$ cat src/rtl/pc_gen.sv
// Program-counter generator for the fetch stage: sequential fetch, branch/flush
// redirect, and a one-deep buffer for a branch resolved while fetch is stalled.
module pc_gen #(
  parameter int                ADDR_W    = 32,
  parameter logic [ADDR_W-1:0] RESET_VEC = '0,
  parameter int                INC       = 4,
  parameter int                STALL_W   = 6
) (
  input  logic               clk,
  input  logic               rst,
  input  logic [STALL_W-1:0] stall,
  input  logic               flush,
  input  logic [ADDR_W-1:0]  new_pc,
  input  logic               branch_flag,
  input  logic [ADDR_W-1:0]  branch_target,
  output logic [ADDR_W-1:0]  pc,
  output logic               ce,
  output logic               pend_valid,
  output logic               misaligned
);

  localparam logic [ADDR_W-1:0] INC_V = ADDR_W'(INC);

  logic [ADDR_W-1:0] pend_target;
  logic [ADDR_W-1:0] pc_nxt, pend_target_nxt;
  logic              pend_valid_nxt;

  // Only the PC-stage bit matters; the rest exist for a uniform pipeline hookup.
  logic unused_stall;
  assign unused_stall = ^stall[STALL_W-1:1];

  always_comb begin
    pc_nxt          = pc;
    pend_valid_nxt  = pend_valid;
    pend_target_nxt = pend_target;
    if (ce) begin
      if (flush) begin
        pc_nxt         = new_pc;
        pend_valid_nxt = 1'b0;
      end else if (stall[0]) begin
        if (branch_flag) begin
          pend_target_nxt = branch_target;
          pend_valid_nxt  = 1'b1;
        end
      end else if (branch_flag) begin
        pc_nxt         = branch_target;
        pend_valid_nxt = 1'b0;
      end else if (pend_valid) begin
        pc_nxt         = pend_target;
        pend_valid_nxt = 1'b0;
      end else begin
        pc_nxt = pc + INC_V;
      end
    end
  end

  always_ff @(posedge clk) begin
    if (rst) begin
      ce          <= 1'b0;
      pc          <= RESET_VEC;
      pend_valid  <= 1'b0;
      pend_target <= '0;
    end else begin
      ce          <= 1'b1;
      pc          <= pc_nxt;
      pend_valid  <= pend_valid_nxt;
      pend_target <= pend_target_nxt;
    end
  end

  assign misaligned = (pc % INC_V) != '0;

endmodule
$ cat config.mk
export PLATFORM = sky130hd
export DESIGN_NAME = pc_gen
export DESIGN_NICKNAME = d
export VERILOG_FILES = /design/src/rtl/pc_gen.sv
export SDC_FILE = /design/constraint.sdc
export NUM_CORES = 1
export LEC_CHECK = 0
export CAP_MARGIN = 15
export CORE_MARGIN = 2
export CORE_UTILIZATION = 25
export CTS_CLUSTER_SIZE = 10
export DETAILED_ROUTE_END_ITERATION = 12
export PLACE_DENSITY = 0.43
export SETUP_SLACK_MARGIN = 0.5
export SLEW_MARGIN = 10
export SYNTH_ARGS = -nofsm -noshare
export SYNTH_HDL_FRONTEND = slang
export SYNTH_SLANG_ARGS = --single-unit
$ cat constraint.sdc
create_clock -name clk -period 3 [get_ports clk]
set_clock_uncertainty 0.2 [all_clocks]
set_input_delay 0.45 -clock clk [delete_from_list [all_inputs] [get_ports clk]]
set_output_delay 0.45 -clock clk [all_outputs]
set_load 0.05 [all_outputs]
# Word level (Yosys, flattened, before mapping)
# Index checks and enable logic that the tools add are counted.
[totals]
register_bits = 66
inputBits = 74
output_inout_bits = 35
elab_cells = 20
[classes]
add_sub_neg = 1
n_eq_ne = 2
n_mux = 8
bitwise_logic = 1
n_reduce_logical = 4
[op_table]
columns = ["op", "n"]
rows = [
  ["$mux W32", 4],
  ["$add A32 B3 Y32 const B", 1],
  ["$reduce_bool A32 Y1", 1],
  ["$mux W1", 4],
  ["$reduce_and A2 Y1", 2],
  ["$reduce_and A4 Y1", 1],
  ["$ne A3 B1 Y1 const B", 1],
  ["$ne A2 B1 Y1 const B", 1],
  ["$not A1 Y1", 1],
]

# Depth between registers and ports, before layout
# Gate-level depths: netlist (run 1).
[depth]
depth_word = 5
mapped_depth = 8

# Worst setup path before layout (run 1)
# Ideal clock, no wire load.
[synth_timing]
kind = "register to register"
start = "reg pc[20]"
end = "reg pc[29]"
setup_ns = 0.117
arrival_ns = 2.444
t_required_ns = 2.683
path_slack_ns = 0.239
stages_incl_launch_ff = 8
n_path_buf = 2
period_less_slack_ns = 2.761
path_cell_list = "dfxtp_1 > buf_2 > nand4_1 > or3_1 > buf_2 > or4_1 > a31o_1 > a32o_1"
[synth_via]
elab_chain_cells = 5
[synth_lines]
columns = ["element", "line", "rtl"]
rows = [
  ["start: declaration", "16", "output logic [ADDR_W-1:0] pc,"],
  ["start signal: assignment", "65", "pc <= pc_nxt;"],
  ["$add A32 B3 Y32", "52", "pc_nxt = pc + INC_V;"],
  ["$mux W32", "48", "end else if (pend_valid) begin"],
  ["$mux W32", "45", "end else if (branch_flag) begin"],
  ["$mux W32", "40", "end else if (stall[0]) begin"],
  ["$mux W32", "37", "if (flush) begin"],
]
# No other way between the ends. The select of a mux whose other input is x is not followed.
# A chain may end at the register's enable or synchronous reset.

# Final worst setup path (run 1)
[layout_timing]
start = "reg pc[17]"
end = "reg pc[29]"
# Same word-level chain as after synthesis.

==> flow_results.org, run 1 <==
** Worst setup path
- Crit path max fanout :: 7
- The signal on the critical path passes through nand4_1 > or3_4 > or4_1 > a31o_1 > a32o_1.
- The critical path is of the reg2reg type.
- Reg2Reg Launch Point :: pc[17]
- STA puts the critical path data required time at around 3000 ps.
- Beginning of the critical path :: pc[17]
- Internal reg-to-reg setup slack :: ~640 ps
- Nature of the critical path endpoint :: register
- Biggest cell delay along the critical path :: roughly 490 ps
- Kind of start point of the critical path :: register
- The slowest stage of the critical path is the sky130_fd_sc_hd__or3_4 cell.
- For the worst setup path, the data arrival time is between 2000 and 2500 ps.

** Global routing
- Entering global routing, the biggest net connects 62 pins.
- The initial antenna violation count came to 0.
- Global routing used approximately a fifth of the available tracks.
- The first global-routing pass estimated between 20 and 25 mm of wire.
- The via count of the first global-routing pass is a little over 4000.
- Total overflow reported by the global router :: 0

** Clocking
- Number of buffers created by CTS :: 9
- Clock tree sinks :: 66
- The number of setup buffers added after CTS is 0.
- # H-tree levels :: 3
- TritonCTS built the clock tree.
- Post-cts hold buffer count :: 0
- Clock insertion delay at the later pin of the skew report :: ~340 ps
- Clock-pin slew on the worst setup and hold paths :: about 60 ps
- Cell chosen for the clock root :: sky130_fd_sc_hd__clkbuf_16
- The number of gates resized after CTS was 1.
- In this run the deepest clock path goes through 2 buffers.

** STA
- Worst Hold Slack :: 253 ps
- Setup-failing EPs final :: 0
- Post-route clock period utilization :: between 70 and 80%
- Post-route setup TNS :: 0 ps
- Clock period minus worst slack :: approximately 2400 ps
- Final hold violation count :: 0
- Once routing completed, OpenROAD measured the worst setup slack at about 640 ps.
- The count of pins over their slew limit came to 0.
- Slew headroom :: between 40% and 50%
- Setup repair after global routing left no endpoint under its margin.
- For the pin with the worst max-slew slack, the measured transition is between 800 and 900 ps.
- Derived from the worst setup path, the maximum achievable clock frequency is about 420 MHz.

** Route
- In the routed design, unresolved DRC markers number 0.
- Dividing the detail-routed wire length by the instance count gives about 19 um.
- Routed vias/inst :: 5.19
- Summed over all layers, the routed wires come to roughly 16 mm.
- In this run the remaining antenna-violating nets after routing total 0.
- The routed layout has about 4400 vias.
- DR pass1 iterations :: 5
- Initial drt markers :: between 300 and 400

** Synth
- In this run the cell area of the synthesized design comes to about 3900 sq um.
- Counting distinct cell types in the post-synthesis netlist gives 57.
- Among all cell types in the netlist, the one instantiated most often is sky130_fd_sc_hd__nand2_1.
- In the synthesized netlist the dominant register cell turns out to be sky130_fd_sc_hd__dfxtp_1.
- Warnings, synthesis :: 0
- Fraction of registers with async set/reset :: 0%
- Post-synthesis sequential area ratio :: between 30% and 40%
- The number of nets in the synthesized netlist is just over 600.
- Largest cells by area after synthesis :: sky130_fd_sc_hd__dfxtp_1, sky130_fd_sc_hd__nand2_1, sky130_fd_sc_hd__a21oi_1, sky130_fd_sc_hd__o21ai_0, sky130_fd_sc_hd__clkbuf_1
- Synthesis inferred 66 register bits.
- Averaged over all synthesized cells, the footprint is 7.23 sq um.
- Post-Synthesis Cells :: 541
- Biggest area consumer among synthesized cells :: sky130_fd_sc_hd__dfxtp_1
- Area share of the largest cell type after synthesis :: between 30% and 40%
- After synthesis, the most frequently instantiated cells are sky130_fd_sc_hd__nand2_1, sky130_fd_sc_hd__dfxtp_1, sky130_fd_sc_hd__a21oi_1.
- Counting flops with a built-in enable in the synthesized netlist gives 0.

** Placed design
- HPWL after DPL :: 11.0 mm
- At the placement stage, the worst setup path has a slack of 436 ps.
- Port buffering added 103 buffers.
- The congestion estimate from routability-driven global placement came to 0.841.

** Worst hold path
- Tightest Hold Check Type :: reg2reg
- Launch instance of the worst min-delay path :: pend_target[19]

** Power and ir drop
- Power spread over the standard cell area amounts to about 470 nW/um^2.
- Across the VDD grid, the largest voltage drop is ~0.22 mV.
- For this design the static power due to leakage is between 0.0015 and 0.002 uW.
- Power spent charging and discharging nets :: ~800 uW
- Power share of the clock group :: approximately two fifths
- Internal power comes to 1790 uW.
- Proportion of total power due to net switching :: 31.0%
- Combinational Power Share :: between 20 and 25%
- Portion of total power attributed to sequential cells :: approximately two fifths

** Layout
- Number of inserted diodes :: 0
- Storage cell area :: 1350 sq um
- In the final layout, the share of cells above drive strength 1 is between 10% and 20%.
- In the final layout, the multi-input gates occupy between 2000 and 2500 sq um.
- Number of nets in the final layout :: ~700
- Counting the fill cells in the layout gives roughly 1600.
- Syn-to-layout area delta :: 40.7%
- At the end of the flow the core is filled with cells to between 30% and 40%.

** Status
- The flow ran to the end, and the final reports show no timing, DRC or antenna violations.

** Floorplan
- DIE HEIGHT :: roughly 130 um
- Row count :: between 40 and 50
- I/O pins :: 109
- For this configuration, the core starts out at a cell density of 25.6%.
- DIE AREA :: about 17000 sq um
- Die Wd :: 129 um
- The core region is approximately 15000 sq um.

** Job
- Max Cap Viol :: 0
==> routing by layer <==
metal | global-route usage [%] | vias up | part of all wire, %
met1 | 27.9 | 2067 | 48
met4 | 6.84 | 0 | 2.0
li1 | - | 2152 | -
met2 | 29.2 | 144 | 44
met5 | 0 | - | 0
met3 | 3.10 | 24 | 5.6
==> path summary, 6_finish.rpt <==
check / endpoint / depth (start not counted)
setup / recovery: pc[29] / 5
hold reg to reg: pend_target[19] / 2
hold / removal: pend_target[19] / 2
setup reg to reg: pc[29] / 5
==> cell families after synthesis <==
group | share of synthesized area, %
xor+xnor | 2.24
compound gates | 28.0
flops | 33.8
simple gates | 28.0
mux | 2.30
fa+ha+maj | 0.320
buf+inv | 5.37
==> final cells by class <==
| cell class | count | area share, % |
|---|---|---|
| multi-input combinational | 421 | 43.6 |
| clock inverter | 2 | 0.182 |
| sequential | 66 | 24.5 |
| timing repair buffer | 124 | 21.3 |
| inverter | 8 | 0.546 |
| clock buffer | 14 | 4.98 |
| tap | 211 | 4.80 |
==> placed cells by master (no fill, tap or decap), types with 4 or more instances in the layout <==
| master | n |
|---|---|
| sky130_fd_sc_hd__nand2_1 | 123 |
| sky130_fd_sc_hd__clkdlybuf4s50_1 | 98 |
| sky130_fd_sc_hd__a21oi_1 | 57 |
| sky130_fd_sc_hd__dfxtp_1 | 45 |
| sky130_fd_sc_hd__o21ai_0 | 30 |
| sky130_fd_sc_hd__buf_4 | 22 |
| sky130_fd_sc_hd__nor2_1 | 20 |
| sky130_fd_sc_hd__dfxtp_2 | 20 |
| sky130_fd_sc_hd__nor3_1 | 15 |
| sky130_fd_sc_hd__and3_1 | 15 |
| sky130_fd_sc_hd__a211oi_1 | 12 |
| sky130_fd_sc_hd__nand3_1 | 12 |
| sky130_fd_sc_hd__o211ai_1 | 12 |
| sky130_fd_sc_hd__mux2i_1 | 9 |
| sky130_fd_sc_hd__o22ai_1 | 9 |
| sky130_fd_sc_hd__clkbuf_16 | 9 |
| sky130_fd_sc_hd__nand2b_1 | 8 |
| sky130_fd_sc_hd__nand4_1 | 8 |
| sky130_fd_sc_hd__nor4_1 | 8 |
| sky130_fd_sc_hd__xnor2_1 | 7 |
| sky130_fd_sc_hd__inv_1 | 6 |
| sky130_fd_sc_hd__o31ai_1 | 6 |
| sky130_fd_sc_hd__o221ai_1 | 6 |
| sky130_fd_sc_hd__o32ai_1 | 4 |
==> worst max-delay path: cells and delay by family, from the launching register on <==
family / cells / cell delay, ps
DFF: 1 / 450
AOI/OAI and AO/OA: 2 / 420
and+or+nand+nor: 3 / 1180
==> through the flow <==
stage | total power [uW] | cells | area [sq um]
after floorplan | 1320 | 541 | 3940
after global placement | 1580 | 830 | 5200
after detailed placement | 1590 | 830 | 5200
after CTS | 2610 | 846 | 5490
after global routing | 2710 | 846 | 5500
final | 2590 | 846 | 5500
==> registers in the layout, summed over array words and instances (netlist names) <==
name	count
pend_valid	1
pend_target	32
pc	32
ce	1
==> power by group through the flow <==
stage               Combinational [uW]  Sequential (uW)  Clock (uW)
floorplan                          212             1110           0
global placement                   577             1010           0
detailed placement                 579             1010           0
CTS                                580              989        1040
global route                       622              998        1090
finish                             578              990        1020
(Power assumes the default switching activity.)
==> inputs of run 2 (changes only) <==
==> constraint.sdc (replaced) <==
create_clock -name clk -period 2.45 [get_ports clk]
set_clock_uncertainty 0.2 [all_clocks]
set_input_delay 0.3675 -clock clk [delete_from_list [all_inputs] [get_ports clk]]
set_output_delay 0.3675 -clock clk [all_outputs]
set_load 0.05 [all_outputs]
==> flow_results.org, run 2 (same netlist as run 1, synthesis figures left out) <==
** Floorplan
- The die covers roughly 17000 sq um.
- Row count :: 45
- For this configuration, the core starts out at a cell density of roughly 26%.
- The die is approximately 130 um wide.
- The core region is about 15000 sq um.
- ~110 I/O pins were placed.
- DIE HEIGHT :: ~130 um

** STA
- Pin slew with the least headroom to its limit :: about 580 ps
- Final setup margin :: approximately 250 ps
- The count of pins over their slew limit came to 0.
- RSZ-0062 raised after global routing :: true
- Max frequency :: 455 MHz
- Setup violations remaining at the end of the flow were counted as 0.
- Worst Hold Slack :: roughly 250 ps
- Final hold violation count :: 0
- Post-route clock period utilization :: roughly nine tenths
- The worst path needs about 2200 ps of the cycle, external delays included.
- Measured against its own limit, the worst slew margin works out to just over 60%.

** Worst setup path
- At the worst endpoint, the required time is about 2500 ps.
- Setup slack on the worst reg-to-reg path comes out at 250 ps.
- Critical Path AT :: around 2200 ps
- The worst setup path is launched from a register.
- Crit Path Category :: reg2reg
- Crit path max fanout :: 2
- STA classifies the critical path endpoint as a register.

** Global routing
- The via count of the first global-routing pass came to approximately 4600.
- Total global-route track usage :: 21.2%
- Summed over all layers, the global routing overflow is 0.
- Initial antenna violation count :: 0
- Entering global routing, the biggest net connects 34 pins.
- The first global-routing pass estimated between 20 and 30 mm of wire.

** Layout
- The largest registers in the layout are pc (32), pend_target (32).
- The sequential cells in the finished layout cover a total of between 1000 and 1500 sq um.
- Fill cells in the final layout number about 1600.
- Syn-to-layout area delta :: 57.0%
- 0 antenna diodes ended up in the layout.
- Number of nets in the final layout :: 753
- In the final layout, the share of cells above drive strength 1 is about a quarter.
- Summing all multi-input logic gate instances after layout gives 2580 sq um.
- Leaving out fill and tap cells, the most frequent cell in the layout is sky130_fd_sc_hd__nand2_1.
- Final core utilization :: 40.3%
- Leaving out fill and tap cells, the most frequent cells in the layout are sky130_fd_sc_hd__nand2_1, sky130_fd_sc_hd__clkdlybuf4s50_1, sky130_fd_sc_hd__a21oi_1, sky130_fd_sc_hd__buf_4, sky130_fd_sc_hd__dfxtp_1.

** Power and ir drop
- In this run switching power makes up 32.7% of total power.
- For this design the total switching power over the nets is 1040 uW.
- Per report_power, the sequential group accounts for between 30% and 40% of the total.
- The share of total power dissipated in combinational logic is 24.0%.
- The share of total power dissipated in the clock network is 38.5%.
- Cell internal power was estimated by the tool at 2150 uW.
- Worst-case vdd ir drop :: 0.273 mV
- Reported leakage power :: between 0.002 and 0.0025 uW
- Power spread over the standard cell area amounts to 519 nW/um^2.

** Clocking
- TritonCTS created 9 clock buffers.
- # H-tree levels :: 3
- Clock tree sinks :: 66
- Bufs on Longest Clock Path :: 2
- Clock insertion delay at the later pin of the skew report :: 350 ps
- In this run, post-CTS hold repair placed 0 buffers.
- In this run the clock root is driven by a sky130_fd_sc_hd__clkbuf_16.
- TritonCTS built the clock tree.
- Clock-pin slew was measured on the worst setup and hold paths at around 60 ps.

** Placed design
- Timing analysis after detailed placement gives a worst setup slack of -2.16 ps.
- The wire-length estimate of the detail-placed layout is between 10 and 15 mm.
- GP Congestion :: roughly 0.81
- Count of input and output buffers :: 103

** Route
- The first TritonRoute pass finished after 4 iterations.
- For this block, the initial DRC count from the detailed router was about 360.
- Number of routed nets with antenna violations :: 0
- Routed vias/inst :: ~5.2
- Number of DRC violations after detailed routing :: 0
- DR vias :: 4671
- For this block, the routed nets add up to between 15 and 20 mm of wire.
- Post-DR wirelength/cell :: approximately 19 um

** Job
- Max Cap Viol :: 0

** Worst hold path
- Tightest Hold Check Type :: reg2reg

** Status
- Run status :: completed
run 2: cell types whose count changed in the layout (fill, tap and decap cells not counted), sizes merged:
| cell | previous run | this run |
|---|---|---|
| buf | 25 | 73 |
| clkbuf | 14 | 13 |
| clkdlybuf4s15 | 0 | 8 |
| clkdlybuf4s50 | 98 | 65 |
| clkinv | 4 | 5 |
| clkinvlp | 0 | 2 |
| dlygate4sd2 | 0 | 24 |
| dlymetal6s2s | 1 | 0 |
run 2: power groups by stage:
| stage | logic, uW | registers (uW) | clock network [uW] |
|---|---|---|---|
| 6_report | 766 | 1200 | 1230 |
| 3_3_place_gp | 745 | 1220 | 0 |
| 3_5_place_dp | 748 | 1220 | 0 |
| 2_1_floorplan | 263 | 1350 | 0 |
| 5_1_grt | 822 | 1210 | 1300 |
| 4_1_cts | 749 | 1190 | 1250 |
run 2: cell type report:
type / count / share of cell area, %
multi-input combinational: 421 / 42.1
timing repair buffer: 172 / 25.8
sequential: 66 / 22.9
tap: 211 / 4.30
clock buffer: 11 / 3.95
inverter: 8 / 0.509
clock inverter: 5 / 0.489
run 2: final timing paths:
kind / from / end / cells after the start
setup reg to reg: pc[3] / pc[22] / 9
hold reg to reg: pend_target[6] / pend_target[6] / 2
hold / removal: pend_target[6] / pend_target[6] / 2
setup / recovery: pc[3] / pc[22] / 9
run 2: through the flow:
step           power, uW  cell area, sq um  TNS (ps)  cells
2_1_floorplan       1610              4030         0    541
3_3_place_gp        1970              5440         0    849
3_5_place_dp        1970              5440     -2.16    849
4_1_cts             3190              5960         0    884
5_1_grt             3330              6140         0    894
6_report            3190              6140         0    894
run 2: metal layers:
metal,GRT usage [%],share of wire [%],vias up
met1,29.3,48,2250
li1,-,-,2248
met3,3.67,5.1,21
met4,8.25,1.8,0
met2,33.0,46,152
met5,0,0,-
run 2: worst max-delay path, stage by stage, from the launching register on:
cell                      delay [ps]
sky130_fd_sc_hd__dfxtp_4         370
sky130_fd_sc_hd__ha_4            130
sky130_fd_sc_hd__and3_4          190
sky130_fd_sc_hd__or4b_4          490
sky130_fd_sc_hd__buf_6           140
sky130_fd_sc_hd__buf_6           100
sky130_fd_sc_hd__buf_6           110
sky130_fd_sc_hd__nor3_4          110
sky130_fd_sc_hd__nor3_2           50
sky130_fd_sc_hd__o32ai_1         210
run 2: repair_timing:
| action | 4_1_cts | 5_1_grt |
|---|---|---|
| gates resized for setup | 69 | 38 |
| setup endpoints to repair | 50 | 32 |
| pin swaps | 17 | 17 |
| cloned | 0 | 0 |
| buffers inserted | 19 | 10 |
==> inputs of run 3 (changes only) <==
--- a/config.mk
+++ b/config.mk
@@ -7,10 +7,10 @@
 export LEC_CHECK = 0
 export CAP_MARGIN = 15
 export CORE_MARGIN = 2
-export CORE_UTILIZATION = 25
+export CORE_UTILIZATION = 40
 export CTS_CLUSTER_SIZE = 10
 export DETAILED_ROUTE_END_ITERATION = 12
-export PLACE_DENSITY = 0.43
+export PLACE_DENSITY = 0.65
 export SETUP_SLACK_MARGIN = 0.5
 export SLEW_MARGIN = 10
 export SYNTH_ARGS = -nofsm -noshare
==> flow_results.org, run 3 (same netlist as run 1, synthesis figures left out) <==
** Global routing
- The initial antenna violation count is 0.
- Entering global routing, the biggest net connects 36 pins.
- Number of global-route vias before repair :: ~4400
- For met3 alone, demand over resource in global routing was under 10%.
- Global routing used around two fifths of the available met1 tracks.
- Global routing used ~28% of the available tracks.
- Total overflow reported by the global router :: 0
- The global routing stage identified its most utilized layer as met2.
- The first global-routing pass estimated 22.5 mm of wire.
- Met2 Usage GRT :: between 40 and 50%

** Route
- Wires add up to between 10 and 15 mm.
- Post-DR wirelength/cell :: roughly 18 um
- Routed vias/inst :: roughly 6
- For this run, design rule violations remaining after detail routing come to 0.
- The count of nets left with antenna violations once routing finished came out at 0.
- DR pass1 iterations :: 5
- For this block, the via count after detailed routing is 4691.
- The detailed router finished its first iteration with 250 violations.

** STA
- Slew Viols, Final :: 0
- The number of endpoints with negative hold slack in the final report came to 0.
- RSZ-0062 raised after global routing :: true
- Static timing analysis puts the maximum clock frequency at around 470 MHz.
- Pin slew with the least headroom to its limit :: roughly 570 ps
- The final critical path takes up between 80% and 90% of the cycle.
- Slew headroom :: 61.5%
- Setup-failing EPs final :: 0
- Post-route setup TNS :: 0 ps
- After layout, the minimum clock period comes to ~2100 ps.

** Worst setup path
- For the worst setup path, the data arrival time is around 2200 ps.
- Data on the critical path is required at its endpoint by roughly 2500 ps.
- Cell-by-cell listing of the critical path :: nand2_2 > or3_4 > or4_4 > a31o_1 > a32o_1
- Biggest cell delay along the critical path :: 520 ps
- Crit path max fanout :: 5
- Beginning of the critical path :: pc[18]
- The worst setup path is launched from a register.
- STA classifies the critical path endpoint as a register.
- The slowest stage of the critical path belongs to the cell sky130_fd_sc_hd__or4_4.
- Crit Path Category :: reg2reg
- Worst Path Buf+Inv :: 0
- The cell family contributing the most delay on the critical path is simple AND/OR/NAND/NOR gates.
- The startpoint identified for the worst register-to-register timing path is pc[18].

** Power and ir drop
- VDD sags by at most between 0.2 and 0.3 mV.
- The clock network accounts for between 30% and 40% of the total power.
- Net switching is approximately 36% of the power.
- Pwr dens :: around 480 nW/um^2
- The internal power of the cells totals ~1800 uW.
- Combinational Power Share :: a little over a quarter
- Power spent charging and discharging nets :: approximately 1000 uW
- Sequential cells burn between 40% and 50% of the power.
- The analysis attributes to cell leakage a power of about 0.0022 uW.
- Overall power consumption :: 2790 uW

** Floorplan
- Starting utilization of the core area :: between 40% and 50%
- Die Wd :: 103 um
- The floorplan step defined a core boundary enclosing 9640 sq um.
- Measured along the y axis, the die boundary spans slightly above 100 um.
- DIE AREA :: 10600 sq um
- The floorplan has 36 rows.
- During I/O placement, the number of pins put on the boundary was around 110.

** Clocking
- For the worst-skew pair, the clock arrives at the later sink with an insertion delay of around 360 ps.
- In this run, CTS created clock tree buffers numbering 9.
- Cell chosen for the clock root :: sky130_fd_sc_hd__clkbuf_8
- TritonCTS built the clock tree.
- For this design, the sink count on the clock tree is 66.
- The clock passes through at most 2 buffers.
- # H-tree levels :: 3
- Clock-pin slew on the worst setup and hold paths :: roughly 80 ps

** Worst hold path
- The worst hold path belongs to the class reg2reg.
- The worst hold path begins at pend_target[22].

** Layout
- Area of the multi-input gates :: ~2600 sq um
- Largest registers :: pc (32), pend_target (32)
- Syn-to-layout area delta :: 49.6%
- Filler Cells Inserted :: between 900 and 1000
- Number of nets in the final layout :: 742
- Cells with a size suffix above 1 make up 23.2% of the layout.
- The sequential cells in the finished layout cover a total of around 1400 sq um.
- The library cell used most frequently in the layout, excluding fill and tap cells, is sky130_fd_sc_hd__nand2_1.
- 0 antenna diodes ended up in the layout.
- Most used cells in the layout excluding fill and tap cells :: sky130_fd_sc_hd__nand2_1, sky130_fd_sc_hd__clkdlybuf4s50_1, sky130_fd_sc_hd__a21oi_1, sky130_fd_sc_hd__buf_4, sky130_fd_sc_hd__dfxtp_1

** Placed design
- Input and output buffers added on the ports amount to a little over 100.
- HPWL after DPL :: 9.85 mm
- GP Congestion :: approximately 0.88

** Status
- The flow ran to the end, and the final reports show no timing, DRC or antenna violations.

** Job
- Max-cap violations in this run came to 0.
[run 3: cell types whose count changed in the layout (fill, tap and decap cells not counted), sizes merged]
cell,change
inv,+2
clkdlybuf4s15,-5
buf,-12
dlymetal6s2s,+1
dlygate4sd2,+4
clkbuf,-1
[run 3: per-layer routing]
metal	share of wire (%)	wire length (um)	vias up
met2	46	6630	202
met3	7.2	1040	33
met5	0	0	-
li1	-	-	2221
met4	2.9	420	0
met1	44	6400	2235
[run 3: worst register-to-register path: cells and delay by family, from the launching register on]
kind | cells | cell delay (ps)
DFF | 1 | 380
AOI/OAI and AO/OA | 2 | 420
and+or+nand+nor | 3 | 1030
[run 3: layout make-up]
type                       instances  area share, %
sequential                        66           24.0
clock buffer                       9           2.12
timing repair buffer             161           24.7
multi-input combinational        421           45.0
inverter                           8          0.556
tap                              133           2.84
clock inverter                     7          0.770
[run 3: power groups by stage]
stage | registers, uW | logic [uW] | clock network (uW)
6_report | 1190 | 758 | 842
5_1_grt | 1200 | 809 | 877
3_5_place_dp | 1220 | 712 | 0
2_1_floorplan | 1350 | 263 | 0
4_1_cts | 1190 | 717 | 844
3_3_place_gp | 1220 | 707 | 0
[run 3: path summary, 6_finish.rpt]
check	depth (start not counted)	end	slack, ps
hold / removal	2	pend_target[22]	260
hold reg to reg	2	pend_target[22]	260
setup / recovery	5	pc[29]	310
setup reg to reg	5	pc[29]	310
[run 3: what timing repair did]
action | 4_1_cts | 5_1_grt
resized for setup | 60 | 48
gates cloned | 0 | 0
buffers inserted | 20 | 5
hold buffers | 0 | 0
endpoints found under the setup margin | 79 | 60
pin swaps | 14 | 13
[run 3: stage by stage]
stage               instance area, sq um  setup slack (ps)  hold slack [ps]  instances  utilization (%)
finish                              5850               312              259        805             60.7
global route                        5850               252              272        805             60.7
CTS                                 5640               307              259        800             58.5
detailed placement                  5270              75.7              248        764             54.7
global placement                    5270               118              242        764             54.7
floorplan                           4030               104              232        541                -
